File: src/rtl/sc_speed_tick_gen.sv
// Programmable-period tick generator: divides the clock into one-cycle active-low
// count pulses, with run/pause/brake control and a saturating acceleration ramp.
module sc_speed_tick_gen #(
  parameter int unsigned PRESCALER_DATAWIDTH = 24,
  parameter int unsigned PERIOD_MAX          = 5000000,
  parameter int unsigned PERIOD_MIN          = 1000000,
  parameter int unsigned PERIOD_STEP         = 500000,
  parameter int unsigned RAMP_TICKS          = 8,
  parameter int unsigned RAMPCNT_WIDTH       = 4
) (
  input  logic                           SC_speedTICK_CLOCK_50,
  input  logic                           SC_speedTICK_RESET_InHigh,
  input  logic                           SC_speedTICK_run_InLow,
  input  logic                           SC_speedTICK_accel_InLow,
  input  logic                           SC_speedTICK_brake_InLow,
  output logic                           SC_speedTICK_upcount_OutLow,
  output logic [PRESCALER_DATAWIDTH-1:0] SC_speedTICK_period_OutBUS,
  output logic [1:0]                     SC_speedTICK_state_OutBUS
);

  localparam int unsigned W  = PRESCALER_DATAWIDTH;
  localparam int unsigned RW = RAMPCNT_WIDTH;

  localparam logic [W-1:0]  P_MAX      = W'(PERIOD_MAX);
  localparam logic [W-1:0]  P_MIN      = W'(PERIOD_MIN);
  localparam logic [W-1:0]  P_STEP     = W'(PERIOD_STEP);
  localparam logic [W:0]    SAT_THRESH = (W+1)'(PERIOD_MIN + PERIOD_STEP);
  localparam logic [RW-1:0] RAMP_LAST  = RW'(RAMP_TICKS - 1);

  typedef enum logic [1:0] {
    ST_IDLE  = 2'b00,
    ST_RUN   = 2'b01,
    ST_PAUSE = 2'b10
  } state_t;

  state_t        state_q, state_d;
  logic [W-1:0]  presc_q, presc_d;
  logic [W-1:0]  period_q, period_d;
  logic [RW-1:0] ramp_q, ramp_d;
  logic          up_q, up_d;

  always_comb begin
    state_d  = state_q;
    presc_d  = presc_q;
    period_d = period_q;
    ramp_d   = ramp_q;
    up_d     = 1'b1;

    if (!SC_speedTICK_brake_InLow) begin
      state_d  = ST_IDLE;
      presc_d  = '0;
      period_d = P_MAX;
      ramp_d   = '0;
    end else begin
      case (state_q)
        ST_IDLE: begin
          presc_d = '0;
          if (!SC_speedTICK_run_InLow) state_d = ST_RUN;
        end
        ST_RUN: begin
          if (SC_speedTICK_run_InLow) begin
            state_d = ST_PAUSE;
          end else if (presc_q == period_q - 1'b1) begin
            presc_d = '0;
            up_d    = 1'b0;
            // Period update lands on the tick edge, so the new interval starts with it.
            if (!SC_speedTICK_accel_InLow) begin
              if (ramp_q == RAMP_LAST) begin
                ramp_d   = '0;
                period_d = ({1'b0, period_q} >= SAT_THRESH) ? (period_q - P_STEP) : P_MIN;
              end else begin
                ramp_d = ramp_q + 1'b1;
              end
            end else begin
              ramp_d = '0;
            end
          end else begin
            presc_d = presc_q + 1'b1;
          end
        end
        ST_PAUSE: begin
          if (!SC_speedTICK_run_InLow) state_d = ST_RUN;
        end
        default: state_d = ST_IDLE;
      endcase
    end
  end

  always_ff @(posedge SC_speedTICK_CLOCK_50) begin
    if (SC_speedTICK_RESET_InHigh) begin
      state_q  <= ST_IDLE;
      presc_q  <= '0;
      period_q <= P_MAX;
      ramp_q   <= '0;
      up_q     <= 1'b1;
    end else begin
      state_q  <= state_d;
      presc_q  <= presc_d;
      period_q <= period_d;
      ramp_q   <= ramp_d;
      up_q     <= up_d;
    end
  end

  assign SC_speedTICK_upcount_OutLow = up_q;
  assign SC_speedTICK_period_OutBUS  = period_q;
  assign SC_speedTICK_state_OutBUS   = state_q;

endmodule
File: config.mk
export PLATFORM = sky130hd
export DESIGN_NAME = sc_speed_tick_gen
export DESIGN_NICKNAME = d
export VERILOG_FILES = /design/src/rtl/sc_speed_tick_gen.sv
export SDC_FILE = /design/constraint.sdc
export NUM_CORES = 1
export LEC_CHECK = 0
export CAP_MARGIN = 20
export CORE_MARGIN = 3
export CORE_UTILIZATION = 53
export CTS_CLUSTER_SIZE = 30
export DETAILED_ROUTE_END_ITERATION = 6
export PLACE_DENSITY = 0.83
export SYNTH_ARGS = -nofsm -noshare
export SYNTH_HDL_FRONTEND = slang
export SYNTH_SLANG_ARGS = --single-unit
export TNS_END_PERCENT = 1
File: constraint.sdc
create_clock -name SC_speedTICK_CLOCK_50 -period 3.15 [get_ports SC_speedTICK_CLOCK_50]
set_clock_uncertainty 0.2 [all_clocks]
set_input_delay 0.315 -clock SC_speedTICK_CLOCK_50 [delete_from_list [all_inputs] [get_ports SC_speedTICK_CLOCK_50]]
set_output_delay 0.315 -clock SC_speedTICK_CLOCK_50 [all_outputs]
set_load 0.02 [all_outputs]
======== Word-level counts from Yosys, hierarchy flattened ========
Index checks and enable logic that the tools add are counted.
storage, ports and cells
  flip-flop bits (word level) ............. 55
  input bits .............................. 5
  output and inout bits ................... 27
operators by class
  add/subtract/negate cells ............... 4
  $lt $le $gt $ge ......................... 1
  eq/ne operators ......................... 7
  mux-type cells .......................... 10
  bitwise gates (word level) .............. 4
  reductions and logical operators ........ 9
operators by type and width
  kind                                                                                   number
  24-bit two-way mux                                                                     3
  24-bit one-hot mux with 2 select lines                                                 1
  24-bit by 1-bit adder with 24-bit output, second input constant                        1
  24-bit equality test                                                                   1
  24-bit by 21-bit greater-or-equal comparator with 1-bit output, second input constant  1
  24-bit by 1-bit subtractor with 24-bit output, second input constant                   1
  24-bit by 19-bit subtractor with 24-bit output, second input constant                  1
  4-bit two-way mux                                                                      2
  2-bit != test, second input constant                                                   3
  5-bit AND reduction                                                                    1
  4-bit by 1-bit adder with 4-bit output, second input constant                          1
  4-bit by 3-bit equality test with 1-bit output, second input constant                  1
  2-bit two-way mux                                                                      2
  1-bit inverter                                                                         4
  2-bit one-hot mux with 2 select lines                                                  1
  2-bit AND reduction                                                                    2
  2-bit OR reduction                                                                     2
  4-bit OR reduction                                                                     1
  3-bit AND reduction                                                                    1
  2-bit by 1-bit equality test with 1-bit output, second input constant                  1
  2-bit equality test, second input constant                                             1
  2-bit zero test                                                                        1
  2-bit nonzero test                                                                     1
  1-bit two-way mux                                                                      1

======== Logic depth before layout (Yosys ltp) ========
  depth after elaboration ................. 5
  gate-level depth with buffers ........... 12
  gate-level depth less buffers ........... 9

======== Worst setup path after synthesis ========
No wires, ideal clock.
  path kind ............................... register -> register
  start point ............................. reg period_q[5], in the netlist SC_speedTICK_period_OutBUS[5]
  end point ............................... reg ramp_q[2]
  arrival time ............................ 3070 ps
  slack ................................... -237 ps
  cell stages (with the launch flop) ...... 11
  path buffers ............................ 1
  clock period less this slack ............ 3387 ps
  cells stage by stage .................... dfxtp_1 -> clkbuf_1 -> inv_1 -> ha_1 -> or3b_2 -> o41ai_2 -> o311ai_1 -> a2111oi_4 -> nand4_4 -> or4_1 -> a32o_1
between the ends
  longest elaborated chain between the ends .. 3
RTL lines
  element                                        line  RTL
  start: declaration                             38    logic [W-1:0] period_q, period_d;
  start signal: assignment                       99    period_q <= period_d;
  24-bit by 1-bit subtractor with 24-bit output  63    end else if (presc_q == period_q - 1'b1) begin
  24-bit equality test                           63
  3-bit AND reduction (no line)                  -
  end signal: assignment                         100   ramp_q <= ramp_d;
  end: declaration                               39    logic [RW-1:0] ramp_q, ramp_d;
No other way between the ends.
A chain may end at the register's enable or synchronous reset.

======== Final worst setup path ========
  start point ............................. reg period_q[10], in the netlist SC_speedTICK_period_OutBUS[10]
  end point ............................... reg ramp_q[3]
Same word-level chain as after synthesis.

==> metrics.cfg <==
[critical_path]
ff2ff_path_depth = 8
worst-path-max-fanout = 7
end_kind = flop
start_kind = flop
critPathKind = flop to flop
cp.arrival_ns = 3.21
crit_required_ns = 3.17

[min_path]
whs_path_depth = 2
hold_path.class = flop to flop

[placement]
dpl_cell_area_sq_um = 4339
hpwl_microns = 7857
dp_slack_ns = -0.1062
io_buffers = 26
gp_congestion = 0.9426
dp.cells = 609

[die]
die_h_microns = 88.81
ioPinCount = 32
initial_core_util_pct = 55.96
placementRows = 29
dieWidth_microns = 88.81
core-area_sq_um = 6495
floorplan.die_area_sq_um = 7887

[routing]
via_per_inst = 6.588
vias = 4078
drt-wirelength-per-cell_microns = 18.38
ant_nets = 0
wl_met2_microns = 5494
drc = 0
finalWirelength_microns = 11380
drtPass1Iterations = 5
drtIter0Drc = 513
met3WireLength_microns = 1020
m1WireLength_microns = 4511
top_layer = met4

[cts]
clock_path_buffers = 2
clk-insertion-delay-late_ns = 0.32
htreeDepth = 2
cts_buffers = 5
hold_buffers = 0
tritoncts = built
clk_pin_slew_ns = 0.10
clockRootBuffer = clkbuf_8
numClockSinks = 50

[logic_synthesis]
synth_area_sq_um = 3635
avgSynthCellArea_sq_um = 7.604
syn_inst = 478
synth_seq_area_share_pct = 27.54
async_flop_share_pct = 0
yosysWarnings = 0
ys_types = 71
synth_edf_count = 0
ys.flop_type = dfxtp_1
ys_ff_latch = 50

[timing]
hold_ws_ns = 0.2816
fmax_mhz = 313.0
tightest_slew_ns = 0.5800
relSlewSlack_pct = 61.33
rsz0062_at_grt = true
finalSetupViolCount = 2
final_max_slew_viol_count = 0
tns_ns = -0.05586
hold_viol_final = 0
period_minus_slack_ns = 3.195
finalWorstSetupSlack_ns = -0.04494
timing.final.crit_share_pct = 101.4

[layout]
synthToLayoutAreaGrowth_pct = 27.78
nets = 551
antenna_cells = 0
postLayoutCoreUtil_pct = 71.51
final_area_sq_um = 4644
stdcell_count = 619
drive_gt1_share_pct = 21.96

[power_and_ir_drop]
pwr_density_cell_nw_per_um2 = 224.8
ir_worst_vdd_mv = 0.1911
leakage_nw = 1.733
total_power_mw = 1.044

[grt]
grt_pass1_vias = 3644
grt_pass1_wl_microns = 17510
grt_remaining_overflow = 0
grt_usage_pct = 28.08
grt_max_degree = 25
antenna_found_initial = 0

[status]
violations = setup timing
status = finished, violations left

[run]
max-cap-violations = 0

-- flip-flops by register name, summed over array words and instances (netlist names) --
signal	count
presc_q	24
SC_speedTICK_period_OutBUS	19
ramp_q	4
SC_speedTICK_state_OutBUS	2
SC_speedTICK_upcount_OutLow	1
-- routing by layer --
metal / GRT usage, % / up-vias
met3: 5.307 / 56
met2: 46.49 / 251
met4: 8.654 / 0
li1: - / 1877
met5: 0 / -
met1: 36.91 / 1894
-- synth_stat cells, types with 4 or more instances --
master / instances / share of area [%]
clkbuf_1: 24 / 2.5
a41oi_1: 4 / 0.96
nand2b_1: 4 / 0.69
o21ai_0: 18 / 2.5
xor2_1: 12 / 2.9
nor3_1: 15 / 2.1
xnor2_1: 14 / 3.4
a21oi_1: 14 / 1.9
nor2b_1: 9 / 1.5
buf_2: 7 / 0.96
nand4_1: 7 / 1.2
dfxtp_1: 50 / 28
a211o_1: 4 / 0.96
or2_2: 4 / 0.69
or3_1: 9 / 1.5
nor2_1: 40 / 4.1
ha_1: 4 / 1.4
o221ai_1: 18 / 4.3
nand3b_1: 4 / 0.83
nor4_1: 10 / 1.7
and2_1: 21 / 3.6
a32o_1: 4 / 1.1
inv_1: 7 / 0.72
nand3_1: 17 / 2.3
mux2i_1: 4 / 1.1
and3_1: 5 / 0.86
nand2_1: 69 / 7.1
or4_1: 5 / 1.0
buf_4: 6 / 1.2
-- final timing paths --
path / from / end / slack (ns)
hold / removal: presc_q[23] / presc_q[23] / 0.28
setup reg to reg: SC_speedTICK_period_OutBUS[10] / ramp_q[3] / -0.04
hold reg to reg: presc_q[23] / presc_q[23] / 0.28
setup / recovery: SC_speedTICK_period_OutBUS[10] / ramp_q[3] / -0.04
-- critical path, cell delays in order (launching register included) --
cell       delay [ns]
dfxtp_2          0.34
or4_4            0.57
buf_6            0.16
nor4_4           0.26
xnor2_2          0.12
a2111oi_4        0.37
nand4_4          0.26
or4_4            0.58
a32o_1           0.24
-- kinds of logic (layout without fill, tap and decap cells) --
logic type / Yosys count / count (layout) / synth area share, %
simple gates: 238 / 238 / 34.56
flops: 50 / 50 / 27.54
compound gates: 107 / 107 / 23.00
buf+inv: 48 / 108 / 6.058
mux: 4 / 4 / 1.102
fa+ha+maj: 4 / 4 / 1.377
other cells: 1 / 5 / 0.1032
xor+xnor: 26 / 26 / 6.265
-- where the power goes --
group / leakage [nW] / internal [mW] / switching [mW]
clock network: 0.0438 / 0.150 / 0.224
registers: 0.404 / 0.632 / 0.00109
logic: 1.29 / 0.0123 / 0.0242
total: 1.73 / 0.794 / 0.249
-- layout make-up --
class                      count  area [sq um]
clock inverter                 2         10.01
multi-input combinational    384          2638
sequential                    50          1007
clock buffer                   5         68.82
timing repair buffer          94         798.3
inverter                       7         26.28
tap                           77         96.34
fill                         485          1851
-- placed cells by master (no fill, tap or decap), drive strengths merged, types with 4 or more instances in the layout --
cell type,netlist,layout
and2,21,21
dfxtp,50,50
a21oi,14,14
o221ai,18,18
nor3,18,18
or4,5,5
o21ai,18,18
clkbuf,25,5
a211o,4,4
xor2,12,12
nor4,12,12
or2,5,5
nand3,17,17
mux2i,4,4
nand2b,4,4
ha,4,4
or3,9,9
and3,5,5
conb,1,5
inv,7,7
a32o,4,4
nand2,69,69
clkdlybuf4s50,0,26
a41oi,4,4
nor2,40,40
nand3b,4,4
nand4,9,9
nor2b,9,9
xnor2,14,14
o311ai,5,5
buf,16,68
-- what timing repair did --
| item | in CTS | in global routing |
|---|---|---|
| pin swaps | 3 | 11 |
| buffers inserted | 1 | 2 |
| resized for setup | 10 | 32 |
| endpoints found under the setup margin | 18 | 39 |
| endpoints found under the hold margin | 0 | 0 |
(Power assumes the default switching activity.)
